$ cat config.mk
export PLATFORM = sky130hd
export DESIGN_NAME = disk_ctrl
export DESIGN_NICKNAME = d
export VERILOG_FILES = /design/src/rtl/disk_pkg.sv /design/src/rtl/disk_regs.sv /design/src/rtl/disk_ctrl.sv
export SDC_FILE = /design/constraint.sdc
export NUM_CORES = 1
export LEC_CHECK = 0
export ABC_AREA = 0
export CAP_MARGIN = 20
export CELL_PAD_IN_SITES_DETAIL_PLACEMENT = 1
export CELL_PAD_IN_SITES_GLOBAL_PLACEMENT = 1
export CORE_ASPECT_RATIO = 1.5
export CORE_MARGIN = 5
export CORE_UTILIZATION = 40
export DETAILED_ROUTE_END_ITERATION = 7
export PLACE_DENSITY_LB_ADDON = 0.25
export SETUP_SLACK_MARGIN = 0.2
export SYNTH_ARGS = -nofsm -noshare
export SYNTH_HDL_FRONTEND = slang
export SYNTH_HIERARCHICAL = 1
export SYNTH_SLANG_ARGS = --single-unit
$ cat constraint.sdc
create_clock -name clk -period 7.91 [get_ports clk]
set_clock_uncertainty 0.2 [all_clocks]
set_input_delay 1.582 -clock clk [delete_from_list [all_inputs] [get_ports clk]]
set_output_delay 1.582 -clock clk [all_outputs]
set_load 0.1 [all_outputs]
$ cat src/rtl/disk_pkg.sv
// Shared constants for the RiSC disk controller: register map, request and
// status codes, and FSM state encodings.
package disk_pkg;

  localparam logic [15:0] DISK_BASE      = 16'h7f10;
  localparam int          DISK_MAX_WORDS = 1024;

  localparam logic [1:0] OFF_REQ = 2'd0;
  localparam logic [1:0] OFF_AR1 = 2'd1;
  localparam logic [1:0] OFF_AR2 = 2'd2;
  localparam logic [1:0] OFF_RDY = 2'd3;

  localparam logic [15:0] REQ_NULL  = 16'h0000;
  localparam logic [15:0] REQ_DONE  = 16'h0001;
  localparam logic [15:0] REQ_READ  = 16'h1234;
  localparam logic [15:0] REQ_WRITE = 16'h4321;
  localparam logic [15:0] REQ_ERROR = 16'hffff;

  typedef logic [2:0] state_t;
  localparam state_t S_IDLE   = 3'd0;
  localparam state_t S_DECODE = 3'd1;
  localparam state_t S_FETCH  = 3'd2;
  localparam state_t S_WAITD  = 3'd3;
  localparam state_t S_WRMEM  = 3'd4;
  localparam state_t S_FIN    = 3'd5;

  function automatic logic file_ok(input logic [15:0] file);
    return (file >= 16'd1) && (file <= 16'd3);
  endfunction

endpackage

$ cat src/rtl/disk_regs.sv
// Disk I/O register window: address decode, read mux, and write priority
// between the CPU and the controller FSM.
module disk_regs
  import disk_pkg::*;
#(
  parameter logic [15:0] BASE = DISK_BASE
) (
  input  logic        clk,
  input  logic        reset,
  input  logic [15:0] io_addr,
  input  logic        io_we,
  input  logic [15:0] io_wdata,
  input  logic        req_en,
  input  logic        req_clr,
  input  logic        rdy_set,
  input  logic [15:0] rdy_status,
  output logic        io_hit,
  output logic [15:0] io_rdata,
  output logic        req_go,
  output logic [15:0] req,
  output logic [15:0] ar1,
  output logic [15:0] ar2,
  output logic [15:0] rdy
);

  logic [1:0]  off;
  logic        wr;
  logic [15:0] req_nxt;

  // BASE is 4-aligned, so the low two address bits select the register.
  assign io_hit = (io_addr[15:2] == BASE[15:2]);
  assign off    = io_addr[1:0];
  assign wr     = io_we && io_hit;

  always_comb begin
    req_nxt = req;
    if (req_clr)
      req_nxt = '0;
    else if (wr && off == OFF_REQ && req_en)
      req_nxt = io_wdata;
  end

  // Lets the FSM leave IDLE on the same edge that stores the request.
  assign req_go = req_en && (req_nxt != REQ_NULL);

  always_ff @(posedge clk) begin
    if (reset) begin
      req <= '0;
      ar1 <= '0;
      ar2 <= '0;
      rdy <= REQ_NULL;
    end else begin
      req <= req_nxt;
      if (wr && off == OFF_AR1) ar1 <= io_wdata;
      if (wr && off == OFF_AR2) ar2 <= io_wdata;
      if (rdy_set)
        rdy <= rdy_status;
      else if (wr && off == OFF_RDY)
        rdy <= io_wdata;
    end
  end

  always_comb begin
    io_rdata = '0;
    if (io_hit) begin
      case (off)
        OFF_REQ: io_rdata = req;
        OFF_AR1: io_rdata = ar1;
        OFF_AR2: io_rdata = ar2;
        default: io_rdata = rdy;
      endcase
    end
  end

endmodule

$ cat src/rtl/disk_ctrl.sv
// RiSC disk controller: request sequencing FSM, word counters and the DMA
// write path that streams disk words into main memory.
//   state  | meaning
//   IDLE   | waiting for a nonzero REQ
//   DECODE | latch file/ptr, clear REQ, classify request
//   FETCH  | one-cycle dsk_rd pulse
//   WAITD  | waiting for dsk_valid
//   WRMEM  | DMA write pending until mem_gnt
//   FIN    | status into RDY
module disk_ctrl
  import disk_pkg::*;
#(
  parameter logic [15:0] BASE      = DISK_BASE,
  parameter int          MAX_WORDS = DISK_MAX_WORDS
) (
  input  logic        clk,
  input  logic        reset,
  input  logic [15:0] io_addr,
  input  logic        io_we,
  input  logic [15:0] io_wdata,
  output logic        io_hit,
  output logic [15:0] io_rdata,
  output logic        dsk_rd,
  output logic [15:0] dsk_file,
  output logic [15:0] dsk_idx,
  input  logic        dsk_valid,
  input  logic [15:0] dsk_data,
  input  logic        dsk_last,
  output logic        mem_req,
  input  logic        mem_gnt,
  output logic [15:0] mem_addr,
  output logic [15:0] mem_wdata,
  output logic        busy
);

  state_t      state;
  logic [15:0] file_r, ptr, idx, data_r, status_r;
  logic        last_r;
  logic        req_go;
  logic [15:0] req, ar1, ar2, rdy;

  disk_regs #(.BASE(BASE)) u_regs (
    .clk        (clk),
    .reset      (reset),
    .io_addr    (io_addr),
    .io_we      (io_we),
    .io_wdata   (io_wdata),
    .req_en     (state == S_IDLE),
    .req_clr    (state == S_DECODE),
    .rdy_set    (state == S_FIN),
    .rdy_status (status_r),
    .io_hit     (io_hit),
    .io_rdata   (io_rdata),
    .req_go     (req_go),
    .req        (req),
    .ar1        (ar1),
    .ar2        (ar2),
    .rdy        (rdy)
  );

  always_ff @(posedge clk) begin
    if (reset) begin
      state    <= S_IDLE;
      file_r   <= '0;
      ptr      <= '0;
      idx      <= '0;
      data_r   <= '0;
      last_r   <= 1'b0;
      status_r <= REQ_NULL;
    end else begin
      case (state)
        S_IDLE:
          if (req_go) state <= S_DECODE;
        S_DECODE: begin
          file_r <= ar1;
          ptr    <= ar2;
          idx    <= '0;
          if (req == REQ_READ && file_ok(ar1)) begin
            state <= S_FETCH;
          end else begin
            status_r <= (req == REQ_WRITE) ? REQ_DONE : REQ_ERROR;
            state    <= S_FIN;
          end
        end
        S_FETCH:
          state <= S_WAITD;
        S_WAITD:
          if (dsk_valid) begin
            data_r <= dsk_data;
            last_r <= dsk_last;
            state  <= S_WRMEM;
          end
        S_WRMEM:
          if (mem_gnt) begin
            ptr <= ptr + 16'd1;
            idx <= idx + 16'd1;
            // A final word that also hits the limit still completes cleanly.
            if (last_r) begin
              status_r <= REQ_DONE;
              state    <= S_FIN;
            end else if (idx == 16'(MAX_WORDS - 1)) begin
              status_r <= REQ_ERROR;
              state    <= S_FIN;
            end else begin
              state <= S_FETCH;
            end
          end
        S_FIN:
          state <= S_IDLE;
        default:
          state <= S_IDLE;
      endcase
    end
  end

  assign dsk_rd    = (state == S_FETCH);
  assign dsk_file  = file_r;
  assign dsk_idx   = idx;
  assign mem_req   = (state == S_WRMEM);
  assign mem_addr  = ptr;
  assign mem_wdata = data_r;
  assign busy      = (state != S_IDLE);

endmodule

==> qor.txt <==
fraction of layout cells with a size suffix above 1 - 10.7%
unrepaired setup endpoints after global routing - false
Clock Sinks - 134
router iterations before antenna repair - 5
I/O Buffers - 137
critical path arrival - 4.34 ns
status - complete, no violations
syn_nets - 833
Slew headroom - 28.8%
clock buffer depth - 2
PostCTS Resize Cnt - 0
final count of hold timing violations - 0
Hold Path Cell Cnt - 2
grt total ovfl - 0
Top Ports - 138
number of H-tree levels - 4
clk root buf - clkbuf_16
r2r endpoint - state[1]
routed vias - 6562
Worst Hold Class - flop to flop
postcts setup bufs - 0
CTS buffer count - 17
Initial DRC Count - 475
Worst Setup End Kind - primary output
reg2reg path depth - 8
die width - 115 um
post-layout net count - 934
Ys Warns - 6
largest net degree at the start of global routing - 94
Max Cap Violations - 0
hold path start - status_r[0]
CP required - 6.13 ns
worst slack, placed - 1.82 ns
DR vias/cell - 5.98
leading area contributor after synthesis - dfxtp_1
Worst-Skew Late Latency - 0.42 ns
residual DRC count - 0
R2R setup slack - 4.94 ns
pins over their slew limit - 0
Max Freq - 0.163 GHz
vias in the first global route - 6942
total power - 1.54 mW
Area contributors post-synth - dfxtp_1 41%, a21oi_1 7.4%, nand2_1 5.6%
Critical Path Fanout Max - 68
IR drop worst, VDD - 122 uV
initial core utilization - 40.6%
CTS tree - yes
sequential share of the synthesized area - 40.6%
CP Launch Type - primary input
DIE AREA - 19200 um^2
Worst-Margin Slew - 1.07 ns
Placer Congestion - 0.883
final WL - 23.5 mm
final hold slack - 0.254 ns
CTS Hold Bufs - 0
Setup WS post-layout - 1.79 ns
Std-Cell Rows - 57
min Tclk post-route - 6.12 ns
Synth Cell Area - 6610 um^2
wire per inst - 21.4 um
crit share post-route - 77.4%
Fillers - 1925
core box area - 16300 um^2
setup_tns - 0 ns
Hold EP - status_r[0]
syn_area_per_cell - 8.50 um^2
Setup violations, final - 0
Cells after Synth - 777
Antenna Nets Post-Route - 0
initial antenna violation count - 1
synthesis-to-finish area growth - 29.3%
Post-synth EDFFs - 0
ant diodes - 0
Pwr Density - 181 nW/um^2
Post-synth top flop - dfxtp_1
clock slew at reported path FFs - 0.06 ns
DPL Wire Length - 16.6 mm
Crit Path Category - primary input to primary output
share of the synthesized area in the top cell type - 40.6%
Synth Register Bits - 134
reg2reg start - state[1]
asr flop ratio synth - 0%
Die Ht - 167 um
gr usage total - 24.2%
library cells used by synthesis - 59
P_leak - 2.77 nW
first-pass GRT wire length - 36.9 mm
state kept, by name, indices dropped and copies added (netlist names):
register / cells
dsk_file: 16
dsk_idx: 16
mem_addr: 16
mem_wdata: 16
u_regs/ar1: 16
u_regs/ar2: 16
u_regs/rdy: 16
u_regs/req: 16
state: 3
status_r: 2
last_r: 1
cell type report:
| class | instances | area [um^2] | area share (%) |
|---|---|---|---|
| multi-input cells | 576 | 3600 | 42.2 |
| flip-flops and latches | 134 | 2680 | 31.4 |
| repair buffers | 144 | 1380 | 16.1 |
| clock buffers | 22 | 474 | 5.55 |
| well taps | 206 | 258 | 3.02 |
| clock inverters | 10 | 121 | 1.42 |
| inverters | 5 | 23.8 | 0.278 |
layout by cell type, fill, tap and decap left out, drive strengths merged, types with 6 or more instances in the layout:
| cell | n |
|---|---|
| or3 | 6 |
| mux4 | 16 |
| nand2b | 8 |
| nand2 | 99 |
| dfxtp | 134 |
| o21ai | 59 |
| and2 | 18 |
| nand3 | 63 |
| clkbuf | 22 |
| nor3 | 7 |
| clkdlybuf4s50 | 119 |
| a221oi | 16 |
| xor2 | 10 |
| nor4 | 15 |
| nand4 | 12 |
| buf | 25 |
| mux2i | 21 |
| a21oi | 98 |
| nor2 | 59 |
worst max-delay path by stage:
stage                     startpoint            to  slack (ns)  cells after the start
after floorplan           io_addr[5]  io_rdata[10]        1.43                      6
after global placement    io_addr[5]   io_rdata[0]        1.88                      6
after detailed placement  io_addr[5]   io_rdata[0]        1.82                      6
after CTS                 io_addr[5]   io_rdata[0]        1.81                      6
after global routing      io_addr[5]   io_rdata[0]        1.67                      6
final                     io_addr[5]   io_rdata[0]        1.79                      6
layer usage:
layer	vias up	part of all wire, %	global-route usage, %
met5	-	0.055	0
met4	2	4.3	12.5
met3	59	4.9	4.44
met2	247	52	42.0
met1	3225	39	27.9
li1	3029	-	-
through the flow:
step	area, um^2	utilization (%)	cells
finish	8540	52.5	1097
global route	8540	52.5	1097
CTS	8530	52.5	1096
detailed placement	7940	48.8	1064
global placement	7940	48.8	1064
floorplan	6610	-	777
report_power, final:
group / internal, mW / total [mW] / switching [mW] / leakage (nW)
clock: 0.490 / 0.796 / 0.306 / 0.279
sequential: 0.675 / 0.675 / 0.0000187 / 1.08
combinational: 0.0316 / 0.0712 / 0.0396 / 1.42
worst max-delay path, stage by stage:
cell and delay, ns:
clkdlybuf4s50_1 0.40, or4b_1 0.51, or4_4 0.79, clkinv_4 0.45, and2_1 0.25, buf_4 0.30
synthesized netlist by cell type, drive strengths merged (6+ instances only):
| cell type | n |
|---|---|
| nand3 | 63 |
| clkbuf | 35 |
| nand2b | 8 |
| dfxtp | 134 |
| a221oi | 16 |
| and2 | 18 |
| or3 | 6 |
| xor2 | 10 |
| nand2 | 99 |
| nor2 | 59 |
| a21oi | 98 |
| mux4 | 16 |
| o21ai | 59 |
| buf | 27 |
| nor4 | 15 |
| mux2i | 21 |
| nand4 | 12 |
| nor3 | 7 |
kinds of logic (layout without fill, tap and decap cells):
family	count (synthesis)	count (layout)	share of synthesized area, %
flops	134	134	40.6
mux	37	37	8.63
fa+ha+maj	2	2	0.379
xor+xnor	14	14	1.86
buf+inv	67	181	4.98
simple gates	317	317	24.0
compound gates	206	206	19.5
Note: power is estimated with default switching activity, not from simulation.
==> RTL edit, RTL diff (same flow settings) <==
Reset style: asynchronous (`reset`), changed in 2 clocked blocks.
--- a/src/rtl/disk_regs.sv
+++ b/src/rtl/disk_regs.sv
@@ -44,5 +44,5 @@
   assign req_go = req_en && (req_nxt != REQ_NULL);
 
-  always_ff @(posedge clk) begin
+  always_ff @(posedge clk or posedge reset) begin
     if (reset) begin
       req <= '0;
--- a/src/rtl/disk_ctrl.sv
+++ b/src/rtl/disk_ctrl.sv
@@ -59,5 +59,5 @@
   );
 
-  always_ff @(posedge clk) begin
+  always_ff @(posedge clk or posedge reset) begin
     if (reset) begin
       state    <= S_IDLE;
Formal check against the unedited RTL: differs if reset is asserted again (counterexample within 4 cycles, from zero or initial values and one cycle with reset high); with reset held inactive, the same outputs for 4 cycles.
==> RTL edit against the original RTL <==
- routed wire length shrank 4.2%
- critical path type unchanged
- worst setup slack gained 300 ps
- area after synthesis grew 4.0%
- final area grew 4.9%
- sequential cell count is the same
- die area grew 3.7%
- largest cell class is now sequential cells
- highest routed layer is now met4
Power is not compared: it rests on default switching activity, and its combinational part moved more than twofold at a synthesized area within 25%.
==> RTL edit: results (changes against the original RTL) <==
Parameter                              Value

Logic synthesis
  Fraction of synthesized area in multiplexers    16.8% (was 8.63%)
  List of most frequent post-synthesis cells    134 x sky130_fd_sc_hd__dfrtp_1, 58 x sky130_fd_sc_hd__o21ai_0, 55 x sky130_fd_sc_hd__mux2_2, 54 x sky130_fd_sc_hd__a21oi_1, 38 x sky130_fd_sc_hd__nand3_1 (was 134 x sky130_fd_sc_hd__dfxtp_1, 98 x sky130_fd_sc_hd__a21oi_1, 98 x sky130_fd_sc_hd__nand2_1, 63 x sky130_fd_sc_hd__nand3_1)
  Async SR Flop Fraction    100% (was 0%)
  Syn_nets    683 (was 833)
  Sequential element share of the synthesized area    48.8% (was 40.6%)
  Synth unique cells    62 (was 59)
  Post-synthesis compound-gate area fraction    12.8% (was 19.5%)
  Dominant register cell in the synthesized netlist    sky130_fd_sc_hd__dfrtp_1 (was sky130_fd_sc_hd__dfxtp_1)
  Xor and xnor fraction of the mapped netlist area    1.53% (was 1.86%)

Finish
  Net count, final    804 (was 934)
  Proportion of layout cells with a drive suffix above 1    20.2% (was 10.7%)

Global route
  Largest net degree at the start of global routing    65 (was 94)
  GR Util All Layers    23.4% (was 24.2%)
  Wire length of the first global-routing pass    35800 µm (was 36900 µm)
  Initial antenna violation count    0 (was 1)
  Number of global-route vias before repair    6352 (was 6942)

Clock tree
  Clock slew at reported path FFs    60 ps (about the same)
  H-tree levels    4 (unchanged)

Worst setup path
  Arr. time, crit path    4040 ps (was 4340 ps)
  Flop-to-flop setup slack    4940 ps (about the same)
  Crit Path Max Fanout    51 (was 68)
  Cell with the largest stage delay on the worst path    sky130_fd_sc_hd__or4b_1 (was sky130_fd_sc_hd__or4_4)
  Top delay family on crit path    buffers and inverters (was simple AND/OR/NAND/NOR gates)
  Largest stage delay, worst path    520 ps (was 790 ps)

Placement
  Buffers added on ports    137 (unchanged)
  Final HPWL from detailed placement    15900 µm (was 16600 µm)
  Dpl cell area    0.00834 mm² (was 0.00794 mm²)

Run status
  Outcome    finished, final reports clean (unchanged)

Routing
  Post-detailed-route wirelength per cell    23.2 µm (was 21.4 µm)
  Pre-antenna DRT Iters    4 (was 5)
  Via count normalized by instance count    5.90 (was 5.98)
  Number of DRC markers in iteration 0    294 (was 475)

Timing
  Slew at the pin with the worst max-slew slack    1080 ps (was 1070 ps)
  Final Critical Period    5820 ps (was 6120 ps)
[RTL edit: changes by cell type after synthesis, sizes merged, moves of 10 or more]
cell	change
mux2	+66
mux2i	-20
nand2	-69
a41oi	+13
a221oi	-16
nor2	-31
dfxtp	-134
clkbuf	-10
nand3	-25
dfrtp	+134
a21oi	-43
nor2b	+17
[RTL edit: power breakdown]
| part | switching, mW | internal, mW | total, mW |
|---|---|---|---|
| Clock | 0.346 | 0.480 | 0.826 |
| Sequential | 0.114 | 0.795 | 0.908 |
| Combinational | 0.813 | 0.307 | 1.12 |
[RTL edit: routing by layer]
metal | track usage [%] | up-vias | share of wire [%]
li1 | - | 2573 | -
met1 | 26.0 | 2970 | 36
met2 | 43.3 | 154 | 57
met3 | 5.10 | 33 | 4.6
met4 | 8.03 | 0 | 2.1
met5 | 0 | - | 0
[RTL edit: area by class of cell]
cell class | instances | area [µm²]
Tap cell | 210 | 263
Sequential cell | 134 | 3350
Clock buffer | 17 | 425
Multi-Input combinational cell | 441 | 3290
Fill cell | 1804 | 7880
Clock inverter | 15 | 185
Timing Repair Buffer | 145 | 1400
Inverter | 9 | 40.0
[RTL edit: stage by stage]
| step | hold slack [ps] | std cells |
|---|---|---|
| 6_report | 269 | 971 |
| 5_1_grt | 299 | 971 |
| 4_1_cts | 271 | 970 |
| 3_5_place_dp | 252 | 938 |
| 3_3_place_gp | 250 | 937 |
| 2_1_floorplan | 233 | 627 |
[RTL edit: path summary, 6_finish.rpt]
path,from,to,depth (start not counted)
max,io_addr[3],io_rdata[2],7
min,status_r[0],status_r[0],1
max reg2reg,state[1],status_r[14],5
min reg2reg,status_r[0],status_r[0],1
max in group asynchronous,reset,mem_addr[12],3
min in group asynchronous,reset,dsk_file[13],2
